$ cat src/rtl/program_memory_loader_pkg.sv
// program_loader_pkg: shared state encoding and constants for the program RAM loader.
package program_loader_pkg;
    typedef enum logic [2:0] {IDLE, LOAD, WRITE, CHECK, DONE} state_t;
    localparam logic [31:0] TEXT_BASE_DEFAULT = 32'h0040_0000;
    localparam logic [31:0] NOP = 32'h0000_0000;
endpackage

$ cat src/rtl/program_memory_loader_if.sv
// program_memory_loader_if: load command and byte-serial stream between loader and RAM owner.
interface program_memory_loader_if #(parameter int ADDR_WIDTH = 5);
    logic                  load_start;
    logic [ADDR_WIDTH:0]   load_length;
    logic                  byte_valid;
    logic [7:0]            byte_data;
    logic                  byte_ready;
    modport master (output load_start, load_length, byte_valid, byte_data, input byte_ready);
    modport slave (input load_start, load_length, byte_valid, byte_data, output byte_ready);
endinterface

$ cat src/rtl/loader_byte_assembler.sv
// loader_byte_assembler: packs accepted bytes MSB-first into a 32-bit word.
module loader_byte_assembler (
    input  logic        clk,
    input  logic        reset,
    input  logic        clear,
    input  logic        shift_en,
    input  logic [7:0]  byte_in,
    output logic [31:0] word,
    output logic        word_ready
);
    logic [1:0] byte_cnt;

    always_ff @(posedge clk or negedge reset)
        if (!reset) begin
            word <= '0;
            byte_cnt <= '0;
        end else if (clear) begin
            byte_cnt <= '0;
        end else if (shift_en) begin
            word <= {word[23:0], byte_in};
            byte_cnt <= byte_cnt + 2'd1;
        end

    assign word_ready = shift_en && byte_cnt == 2'd3;
endmodule

$ cat src/rtl/program_memory_loader.sv
// program_memory_loader: shares program RAM between CPU fetch and a byte-serial loader.
// Define LOADER_CHECKSUM_EN to require a trailing 8-bit sum byte before a load completes.
module program_memory_loader
    import program_loader_pkg::*;
#(
    parameter int          MEMORY_DEPTH = 32,
    parameter int          ADDR_WIDTH   = 5,
    parameter logic [31:0] TEXT_BASE    = TEXT_BASE_DEFAULT
) (
    input  logic                  clk,
    input  logic                  reset,
    program_memory_loader_if.slave lif,
    input  logic [31:0]           cpu_pc,
    output logic [31:0]           cpu_instr,
    output logic                  cpu_stall,
    output logic [ADDR_WIDTH-1:0] mem_addr,
    output logic [31:0]           mem_wdata,
    output logic                  mem_we,
    input  logic [31:0]           mem_rdata,
    output logic                  loading,
    output logic                  load_done,
    output logic                  load_error,
    output logic                  pc_fault
);
    localparam logic [ADDR_WIDTH:0] DEPTH  = (ADDR_WIDTH+1)'(MEMORY_DEPTH);
    localparam logic [31:0]         WINDOW = 32'(MEMORY_DEPTH * 4);

    state_t              state;
    logic [ADDR_WIDTH:0] word_ptr, length, ptr_next;
    logic [31:0]         pc_off, word;
    logic                byte_ready, shift_en, word_ready;

    assign lif.byte_ready = byte_ready;
    assign shift_en  = state == LOAD && lif.byte_valid;
    assign ptr_next  = word_ptr + 1'b1;
    assign pc_off    = cpu_pc - TEXT_BASE;
    assign pc_fault  = pc_off >= WINDOW || cpu_pc[1:0] != 2'b00;
    assign mem_addr  = state == IDLE ? pc_off[ADDR_WIDTH+1:2] : word_ptr[ADDR_WIDTH-1:0];
    assign cpu_instr = state == IDLE ? mem_rdata : NOP;
    assign mem_wdata = word;

    loader_byte_assembler u_asm (
        .clk       (clk),
        .reset     (reset),
        .clear     (state == IDLE),
        .shift_en  (shift_en),
        .byte_in   (lif.byte_data),
        .word      (word),
        .word_ready(word_ready)
    );

`ifdef LOADER_CHECKSUM_EN
    logic [7:0] csum;

    always_ff @(posedge clk or negedge reset)
        if (!reset) csum <= '0;
        else if (state == IDLE) csum <= '0;
        else if (shift_en) csum <= csum + lif.byte_data;
`endif

    always_ff @(posedge clk or negedge reset)
        if (!reset) begin
            state <= IDLE;
            word_ptr <= '0;
            length <= '0;
            byte_ready <= 1'b0;
            cpu_stall <= 1'b0;
            mem_we <= 1'b0;
            loading <= 1'b0;
            load_done <= 1'b0;
            load_error <= 1'b0;
        end else begin
            load_done <= 1'b0;
            mem_we <= 1'b0;
            case (state)
                IDLE: if (lif.load_start) begin
                    if (lif.load_length > DEPTH) begin
                        load_error <= 1'b1;
                    end else begin
                        length <= lif.load_length;
                        word_ptr <= '0;
                        load_error <= 1'b0;
                        cpu_stall <= 1'b1;
                        loading <= 1'b1;
                        state <= lif.load_length == '0 ? DONE : LOAD;
                        byte_ready <= lif.load_length != '0;
                        load_done <= lif.load_length == '0;
                    end
                end
                LOAD: if (word_ready) begin
                    state <= WRITE;
                    byte_ready <= 1'b0;
                    mem_we <= 1'b1;
                end
                WRITE: begin
                    word_ptr <= ptr_next;
                    byte_ready <= 1'b1;
                    if (ptr_next == length) begin
`ifdef LOADER_CHECKSUM_EN
                        state <= CHECK;
`else
                        state <= DONE;
                        byte_ready <= 1'b0;
                        load_done <= 1'b1;
`endif
                    end else begin
                        state <= LOAD;
                    end
                end
`ifdef LOADER_CHECKSUM_EN
                CHECK: if (lif.byte_valid) begin
                    byte_ready <= 1'b0;
                    if (lif.byte_data == csum) begin
                        state <= DONE;
                        load_done <= 1'b1;
                    end else begin
                        // Bad sum: abort without a done pulse; written words stay in RAM
                        state <= IDLE;
                        load_error <= 1'b1;
                        cpu_stall <= 1'b0;
                        loading <= 1'b0;
                    end
                end
`endif
                default: begin
                    state <= IDLE;
                    byte_ready <= 1'b0;
                    cpu_stall <= 1'b0;
                    loading <= 1'b0;
                end
            endcase
        end
endmodule
$ cat src/flat_wrapper.sv
// flat-port wrapper written by rule: the top's interface ports become plain ports
module program_memory_loader_flat import program_loader_pkg::*;
#(
    parameter int          MEMORY_DEPTH = 32,
    parameter int          ADDR_WIDTH   = 5,
    parameter logic [31:0] TEXT_BASE    = TEXT_BASE_DEFAULT
)
  (clk, reset, cpu_pc, cpu_instr, cpu_stall, mem_addr, mem_wdata, mem_we, mem_rdata, loading, load_done, load_error, pc_fault, lif_load_start, lif_load_length, lif_byte_valid, lif_byte_data, lif_byte_ready);
  program_memory_loader_if #(.ADDR_WIDTH(ADDR_WIDTH)) lif_i ();
  input  logic clk;
  input  logic reset;
  input  logic [31:0] cpu_pc;
  output logic [31:0] cpu_instr;
  output logic cpu_stall;
  output logic [ADDR_WIDTH-1:0] mem_addr;
  output logic [31:0] mem_wdata;
  output logic mem_we;
  input  logic [31:0] mem_rdata;
  output logic loading;
  output logic load_done;
  output logic load_error;
  output logic pc_fault;
  input wire logic [$bits(lif_i.load_start)-1:0] lif_load_start;
  input wire logic [$bits(lif_i.load_length)-1:0] lif_load_length;
  input wire logic [$bits(lif_i.byte_valid)-1:0] lif_byte_valid;
  input wire logic [$bits(lif_i.byte_data)-1:0] lif_byte_data;
  output wire logic [$bits(lif_i.byte_ready)-1:0] lif_byte_ready;
  assign lif_i.load_start = lif_load_start;
  assign lif_i.load_length = lif_load_length;
  assign lif_i.byte_valid = lif_byte_valid;
  assign lif_i.byte_data = lif_byte_data;
  assign lif_byte_ready = lif_i.byte_ready;
  program_memory_loader #(.MEMORY_DEPTH(MEMORY_DEPTH), .ADDR_WIDTH(ADDR_WIDTH), .TEXT_BASE(TEXT_BASE)) u_core (.clk(clk), .reset(reset), .lif(lif_i), .cpu_pc(cpu_pc), .cpu_instr(cpu_instr), .cpu_stall(cpu_stall), .mem_addr(mem_addr), .mem_wdata(mem_wdata), .mem_we(mem_we), .mem_rdata(mem_rdata), .loading(loading), .load_done(load_done), .load_error(load_error), .pc_fault(pc_fault));
endmodule
$ cat config.mk
export PLATFORM = sky130hd
export DESIGN_NAME = program_memory_loader_flat
export DESIGN_NICKNAME = d
export VERILOG_FILES = /design/src/rtl/program_memory_loader_pkg.sv /design/src/rtl/program_memory_loader_if.sv /design/src/rtl/loader_byte_assembler.sv /design/src/rtl/program_memory_loader.sv /design/src/flat_wrapper.sv
export SDC_FILE = /design/constraint.sdc
export NUM_CORES = 1
export LEC_CHECK = 0
export CORE_MARGIN = 2
export CORE_UTILIZATION = 38
export DETAILED_ROUTE_END_ITERATION = 12
export MAX_ROUTING_LAYER = met4
export PLACE_DENSITY = 0.78
export SYNTH_ARGS = -nofsm -noshare
export SYNTH_HDL_FRONTEND = slang
export SYNTH_SLANG_ARGS = --single-unit
$ cat constraint.sdc
create_clock -name clk -period 1.94 [get_ports clk]
set_clock_uncertainty 0.1 [all_clocks]
set_input_delay 0.194 -clock clk [delete_from_list [all_inputs] [get_ports clk]]
set_output_delay 0.194 -clock clk [all_outputs]
set_load 0.01 [all_outputs]
==> impl_metrics.csv, run 1 <==
group,metric,value,unit
status,outcome,"complete, but fails checks",
status,failed_checks,"setup timing",
die,rows,30,
clocking,cts.clk_slew.worst_paths,0.09,ns
critical_path,cp_data_required_time,1.65,ns
timing,period_minus_slack,1.992,ns
global_routing,grtUsageTotal,19.75,%
die,die_h,88.51,um
finish,drive_above_1_share,33.09,%
finish,area_delta_synth_final,74.92,%
placement,gp_congestion,0.7879,
die,dieWidth,88.51,um
power_and_ir_drop,ir_worst_vdd,0.8336,mV
route,drtIter0Drc,96,
clocking,cts_made_buffers,5,
route,wl_per_cell,15.67,um
timing,slew_headroom,74.71,%
critical_path,end_kind,"output port",
die,dieArea,7834,sq um
job,max-cap-violations,0,
finish,diodes,0,
yosys,synth_async_sr_flop_share,100.0,%
global_routing,grt_pass1_wl,11.52,mm
critical_path,worstSetupStartpointType,"flop",
die,core-area,6869,sq um
die,start_util,39.51,%
route,via_per_inst,4.820,
yosys,synth_common_cells,"54 x dfrtp_1, 36 x mux2_2, 35 x and2_1",
timing,rsz0062_at_grt,"yes",
route,drt_pass1_iterations,4,
global_routing,overflow,0,
timing,setup_viol,4,
global_routing,antenna_found_initial,0,
global_routing,grt_max_degree,55,
power_and_ir_drop,power.density,1300,nW/um^2
route,drc,0,
yosys,synthTopCellsByArea,"dfrtp_1 50%, mux2_2 15%, and2_1 8.1%, mux2_4 2.8%, xnor2_1 2.6%",
yosys,synth_edf_count,0,
yosys,synth_top_area_share,49.79,%
yosys,avgSynthCellArea,11.75,sq um
finish,layout.nets,497,
timing,worstMarginPinSlew,0.3794,ns
timing,slew_violations,0,
placement,place_ws,-0.1667,ns
yosys,synth-main-ff-cell,"dfrtp_1",
finish,fin_area,4747,sq um
yosys,synth-seq-cells,54,
route,vias,2458,
global_routing,grt_pass1_vias,2363,
clocking,cts.sinks,54,
yosys,synth.most_common_cell,"dfrtp_1",
route,drtAntennaViolNets,0,
placement,port_buffers,157,
clocking,cts_tree,"built",
timing,finalHoldViolCount,0,
die,ios,158,
route,wl,7.994,mm
critical_path,critPathMaxFanout,4,
clocking,cts_buffer_depth,2,
clocking,htree_levels,2,
min_path,min_path_type,"in2async",
critical_path,crit_arrival,1.70,ns
clocking,clkLatencyLatePin,0.30,ns
power_and_ir_drop,p_leak,2.060,nW
clocking,root_buffer,"clkbuf_8",
critical_path,crit_type,"reg2out",
timing,min_period_over_period,102.7,%
placement,place_area,4494,sq um
yosys,synth_cells,231,
yosys,synth_top_area_cell,"dfrtp_1",
timing,holdWs,0.3095,ns
yosys,syn-num-nets,315,
timing,finalWorstSetupSlack,-0.05174,ns
placement,hpwl,5.523,mm
power_and_ir_drop,p_total,6.171,mW
yosys,synth_area,2714,sq um
yosys,ys_types,41,
yosys,ys_warn_count,0,
yosys,ys_seq_area_share,49.79,%
timing,clock.fmax,502.1,MHz
## what timing repair did
item	4_1_cts	5_1_grt
setup buffers	13	3
hold endpoints to repair	54	0
hold buffers	1	0
gates cloned	1	1
endpoints found under the setup margin	39	69
resized for setup	117	63
pin swaps	3	10
## cells in the final DEF, fill, tap and decap left out, drive strengths merged, types with 5 or more instances in the layout
| master | n |
|---|---|
| clkdlybuf4s50 | 118 |
| dfrtp | 54 |
| buf | 49 |
| mux2 | 41 |
| and2 | 35 |
| clkbuf | 21 |
| nor2 | 11 |
| nand2 | 10 |
| xnor2 | 8 |
| a21oi | 7 |
| o21ai | 7 |
| nand3 | 6 |
| a22o | 5 |
| nor4 | 5 |
| nor3 | 5 |
## cell type report
| type | instances | area (sq um) |
|---|---|---|
| Fill cell | 515 | 2122 |
| Sequential cell | 54 | 1351 |
| Timing Repair Buffer | 187 | 1792 |
| Inverter | 2 | 7.507 |
| Multi-Input combinational cell | 163 | 1366 |
| Clock buffer | 6 | 72.57 |
| Clock inverter | 2 | 37.54 |
| Tap cell | 96 | 120.1 |
## final timing paths
| kind | start | endpoint | slack [ns] | cells past startpoint |
|---|---|---|---|---|
| min in group clk | lif_byte_data[1] | u_core.u_asm.word[1] | 0.39 | 2 |
| min reg2reg | u_core.u_asm.word[26] | u_core.u_asm.word[26] | 0.41 | 1 |
| max in group asynchronous | reset | u_core.u_asm.word[25] | 1.20 | 3 |
| max | u_core.state[0] | mem_addr[0] | -0.05 | 6 |
| min | reset | u_core.u_asm.word[7] | 0.31 | 3 |
| max reg2reg | u_core.word_ptr[0] | u_core.lif.byte_ready | 0.03 | 7 |
## stage by stage
stage,instances,setup TNS [ns],util (%)
finish,510,-0.1079,69.11
floorplan,231,0,-
CTS,510,-0.7167,68.31
global placement,488,-1.306,65.43
detailed placement,488,-1.809,65.43
global route,510,-0.8595,69.11
## where the power goes
part	total, mW	switching [mW]	internal (mW)
Combinational	3.47	1.35	2.11
Clock	0.733	0.348	0.385
Sequential	1.97	0.365	1.61
Total	6.17	2.07	4.10
## registers in the layout (all words and copies together) (netlist names)
name,count
u_core.cpu_stall,1
u_core.state,3
u_core.length,6
u_core.load_done,1
u_core.u_asm.byte_cnt,2
u_core.u_asm.word,32
u_core.lif.byte_ready,1
u_core.word_ptr,6
u_core.load_error,1
u_core.mem_we,1
## per-layer routing
layer	vias to the layer above	part of all wire, %	global-route usage, %
met1	1177	40	24.12
li1	1170	-	-
met4	0	1.5	3.719
met2	101	52	34.93
met3	10	6.9	3.078
met5	-	0	-
## cell families after synthesis
group | count (synthesis) | share of synthesized area (%)
simple gates | 84 | 18.95
flops | 54 | 49.79
buf+inv | 14 | 2.628
xor+xnor | 10 | 3.228
mux | 42 | 18.07
compound gates | 25 | 6.409
fa+ha+maj | 2 | 0.9219
## worst max-delay path, stage by stage (launching register included)
cell	delay, ns
dfrtp_1	0.42
nor3_4	0.23
buf_6	0.15
buf_6	0.10
buf_6	0.08
mux2_4	0.29
buf_6	0.12
Note: power is estimated with default switching activity, not from simulation.
==> run 2, diff against run 1 <==
--- a/config.mk
+++ b/config.mk
@@ -9,7 +9,7 @@
 export CORE_UTILIZATION = 38
 export DETAILED_ROUTE_END_ITERATION = 12
 export MAX_ROUTING_LAYER = met4
-export PLACE_DENSITY = 0.78
+export PLACE_DENSITY = 0.81
 export SYNTH_ARGS = -nofsm -noshare
 export SYNTH_HDL_FRONTEND = slang
 export SYNTH_SLANG_ARGS = --single-unit
==> constraint.sdc (replaced) <==
create_clock -name clk -period 2 [get_ports clk]
set_clock_uncertainty 0.1 [all_clocks]
set_input_delay 0.2 -clock clk [delete_from_list [all_inputs] [get_ports clk]]
set_output_delay 0.2 -clock clk [all_outputs]
set_load 0.01 [all_outputs]
==> run 2 against run 1 <==
The run now ends clean. Worst hold slack better by 0.089 ns. Clock power up 20%. Die area unchanged. Global-route usage up 0.74 points.
==> impl_metrics.csv, run 2 (synthesis gave the netlist of run 1 again) <==
group,metric,value,unit
global_routing,grtUsageTotal,20.49,%
power_and_ir_drop,p_leak,2.048,nW
global_routing,grt_max_degree,55,
global_routing,gr-usage-met2,34.52,%
finish,drive_above_1_share,22.96,%
critical_path,worstSetupStartpointType,"flop",
power_and_ir_drop,seq_power_share,32.4,%
power_and_ir_drop,power.density,1257,nW/um^2
finish,layout_common_cells,"118 x clkdlybuf4s50_1, 54 x dfrtp_1, 35 x and2_1, 32 x mux2_2, 21 x dlygate4sd2_1",
die,dieArea,7834,sq um
critical_path,crit_start,"u_core.state[1]",
critical_path,end_kind,"output port",
die,core-area,6869,sq um
die,dieWidth,88.51,um
timing,setup_tns,0,ns
critical_path,crit_arrival,1.63,ns
critical_path,cp_data_required_time,1.70,ns
clocking,clkLatencyLatePin,0.30,ns
critical_path,crit_type,"reg2out",
global_routing,grt_pass1_vias,2428,
route,vias,2414,
clocking,root_buffer,"clkbuf_8",
timing,setup_viol,0,
placement,gp_congestion,0.8166,
power_and_ir_drop,p_comb_share,52.6,%
route,wl_per_cell,15.41,um
power_and_ir_drop,ir_worst_vdd,0.6368,mV
placement,place_ws,-0.1308,ns
timing,worstMarginPinSlew,0.6680,ns
finish,final_common_cell,"clkdlybuf4s50_1",
placement,hpwl,5.756,mm
timing,period_minus_slack,1.925,ns
finish,num-fill-cells,523,
clocking,cts_made_buffers,5,
power_and_ir_drop,p_clk_share,15.0,%
clocking,cts_buffer_depth,2,
die,die_h,88.51,um
clocking,htree_levels,2,
global_routing,busiest_layer,"met2",
power_and_ir_drop,swShare,32.55,%
die,ios,158,
route,drtIter0Drc,134,
timing,slew_headroom,55.47,%
die,rows,30,
placement,port_buffers,157,
route,drc,0,
finish,fin_area,4668,sq um
power_and_ir_drop,internal_power,3.958,mW
timing,finalHoldViolCount,0,
power_and_ir_drop,p_sw,1.910,mW
finish,layout.nets,488,
finish,largestRegisters,"u_core.u_asm.word: 32 flops, u_core.length: 6 flops, u_core.word_ptr: 6 flops",
status,outcome,"finished, final reports clean",
timing,clock.fmax,519.4,MHz
placement,dp_cells,486,
finish,largest_reg_flops,32,
timing,slew_violations,0,
global_routing,grtUsageMet1,25.34,%
clocking,cts_tree,"built",
route,drt_pass1_iterations,4,
finish,diodes,0,
min_path,min_path_type,"in2reg",
global_routing,grtUsageMet3,4.198,%
global_routing,antenna_found_initial,0,
min_path,hp-start,"lif_byte_data[0]",
die,start_util,39.51,%
clocking,cts.clk_slew.worst_paths,0.10,ns
route,drtAntennaViolNets,0,
job,max-cap-violations,0,
route,via_per_inst,4.818,
global_routing,grt_pass1_wl,11.88,mm
timing,min_period_over_period,96.26,%
finish,final_cells,501,
timing,finalWorstSetupSlack,0.07478,ns
finish,top_register,"u_core.u_asm.word",
clocking,cts.sinks,54,
global_routing,overflow,0,
placement,place_area,4467,sq um
route,wl,7.718,mm
finish,area_delta_synth_final,72.01,%
critical_path,rr_startpoint,"u_core.word_ptr[0]",
critical_path,critPathMaxFanout,6,
-- run 2: critical path, stage by stage (launching register included) --
cell	delay (ns)
dfrtp_1	0.41
nor3_4	0.22
buf_6	0.16
buf_4	0.12
mux2_4	0.29
buf_6	0.12
-- run 2: area by class of cell --
| class | count | area, sq um | share of cell area, % |
|---|---|---|---|
| Timing Repair Buffer | 178 | 1717 | 36.77 |
| Sequential cell | 54 | 1351 | 28.95 |
| Multi-Input combinational cell | 163 | 1330 | 28.49 |
| Tap cell | 96 | 120.1 | 2.573 |
| Clock buffer | 6 | 82.58 | 1.769 |
| Clock inverter | 2 | 60.06 | 1.287 |
| Inverter | 2 | 7.507 | 0.1608 |
-- run 2: power by group through the flow --
stage | sequential [mW] | combinational, mW | clock (mW)
3_3_place_gp | 1.89 | 2.99 | 0
6_report | 1.90 | 3.09 | 0.879
3_5_place_dp | 1.92 | 3.04 | 0
4_1_cts | 1.90 | 3.14 | 0.897
2_1_floorplan | 2.03 | 1.24 | 0
5_1_grt | 1.97 | 3.29 | 0.947
-- run 2: final timing paths --
check / depth (start not counted) / to / slack, ns
hold reg to reg: 2 / u_core.load_error / 0.42
setup / recovery: 5 / mem_addr[1] / 0.07
max in group asynchronous: 3 / u_core.state[2] / 0.89
min in group asynchronous: 3 / u_core.u_asm.word[22] / 0.47
hold / removal: 2 / u_core.u_asm.word[0] / 0.40
setup reg to reg: 6 / u_core.lif.byte_ready / 0.08
-- run 2: per-layer routing --
| layer | vias up | share of wire [%] |
|---|---|---|
| li1 | 1155 | - |
| met1 | 1165 | 41 |
| met2 | 83 | 53 |
| met3 | 11 | 5.1 |
| met4 | 0 | 1.2 |
| met5 | - | 0 |
-- run 2: metrics by stage --
stage	power (mW)	hold WS, ns	utilization (%)
detailed placement	4.959	0.2684	65.03
global placement	4.873	0.2555	65.03
global route	6.214	0.3930	67.96
floorplan	3.278	-0.1956	-
finish	5.868	0.3981	67.96
CTS	5.935	0.3918	68.18
-- run 2: repair_timing --
action / 4_1_cts / 5_1_grt
buffers inserted: 6 / 0
hold endpoints to repair: 54 / 0
hold buffers: 1 / 0
gates resized for setup: 64 / 21
pin swaps: 1 / 0
gates cloned: 1 / 0
setup endpoints to repair: 37 / 31
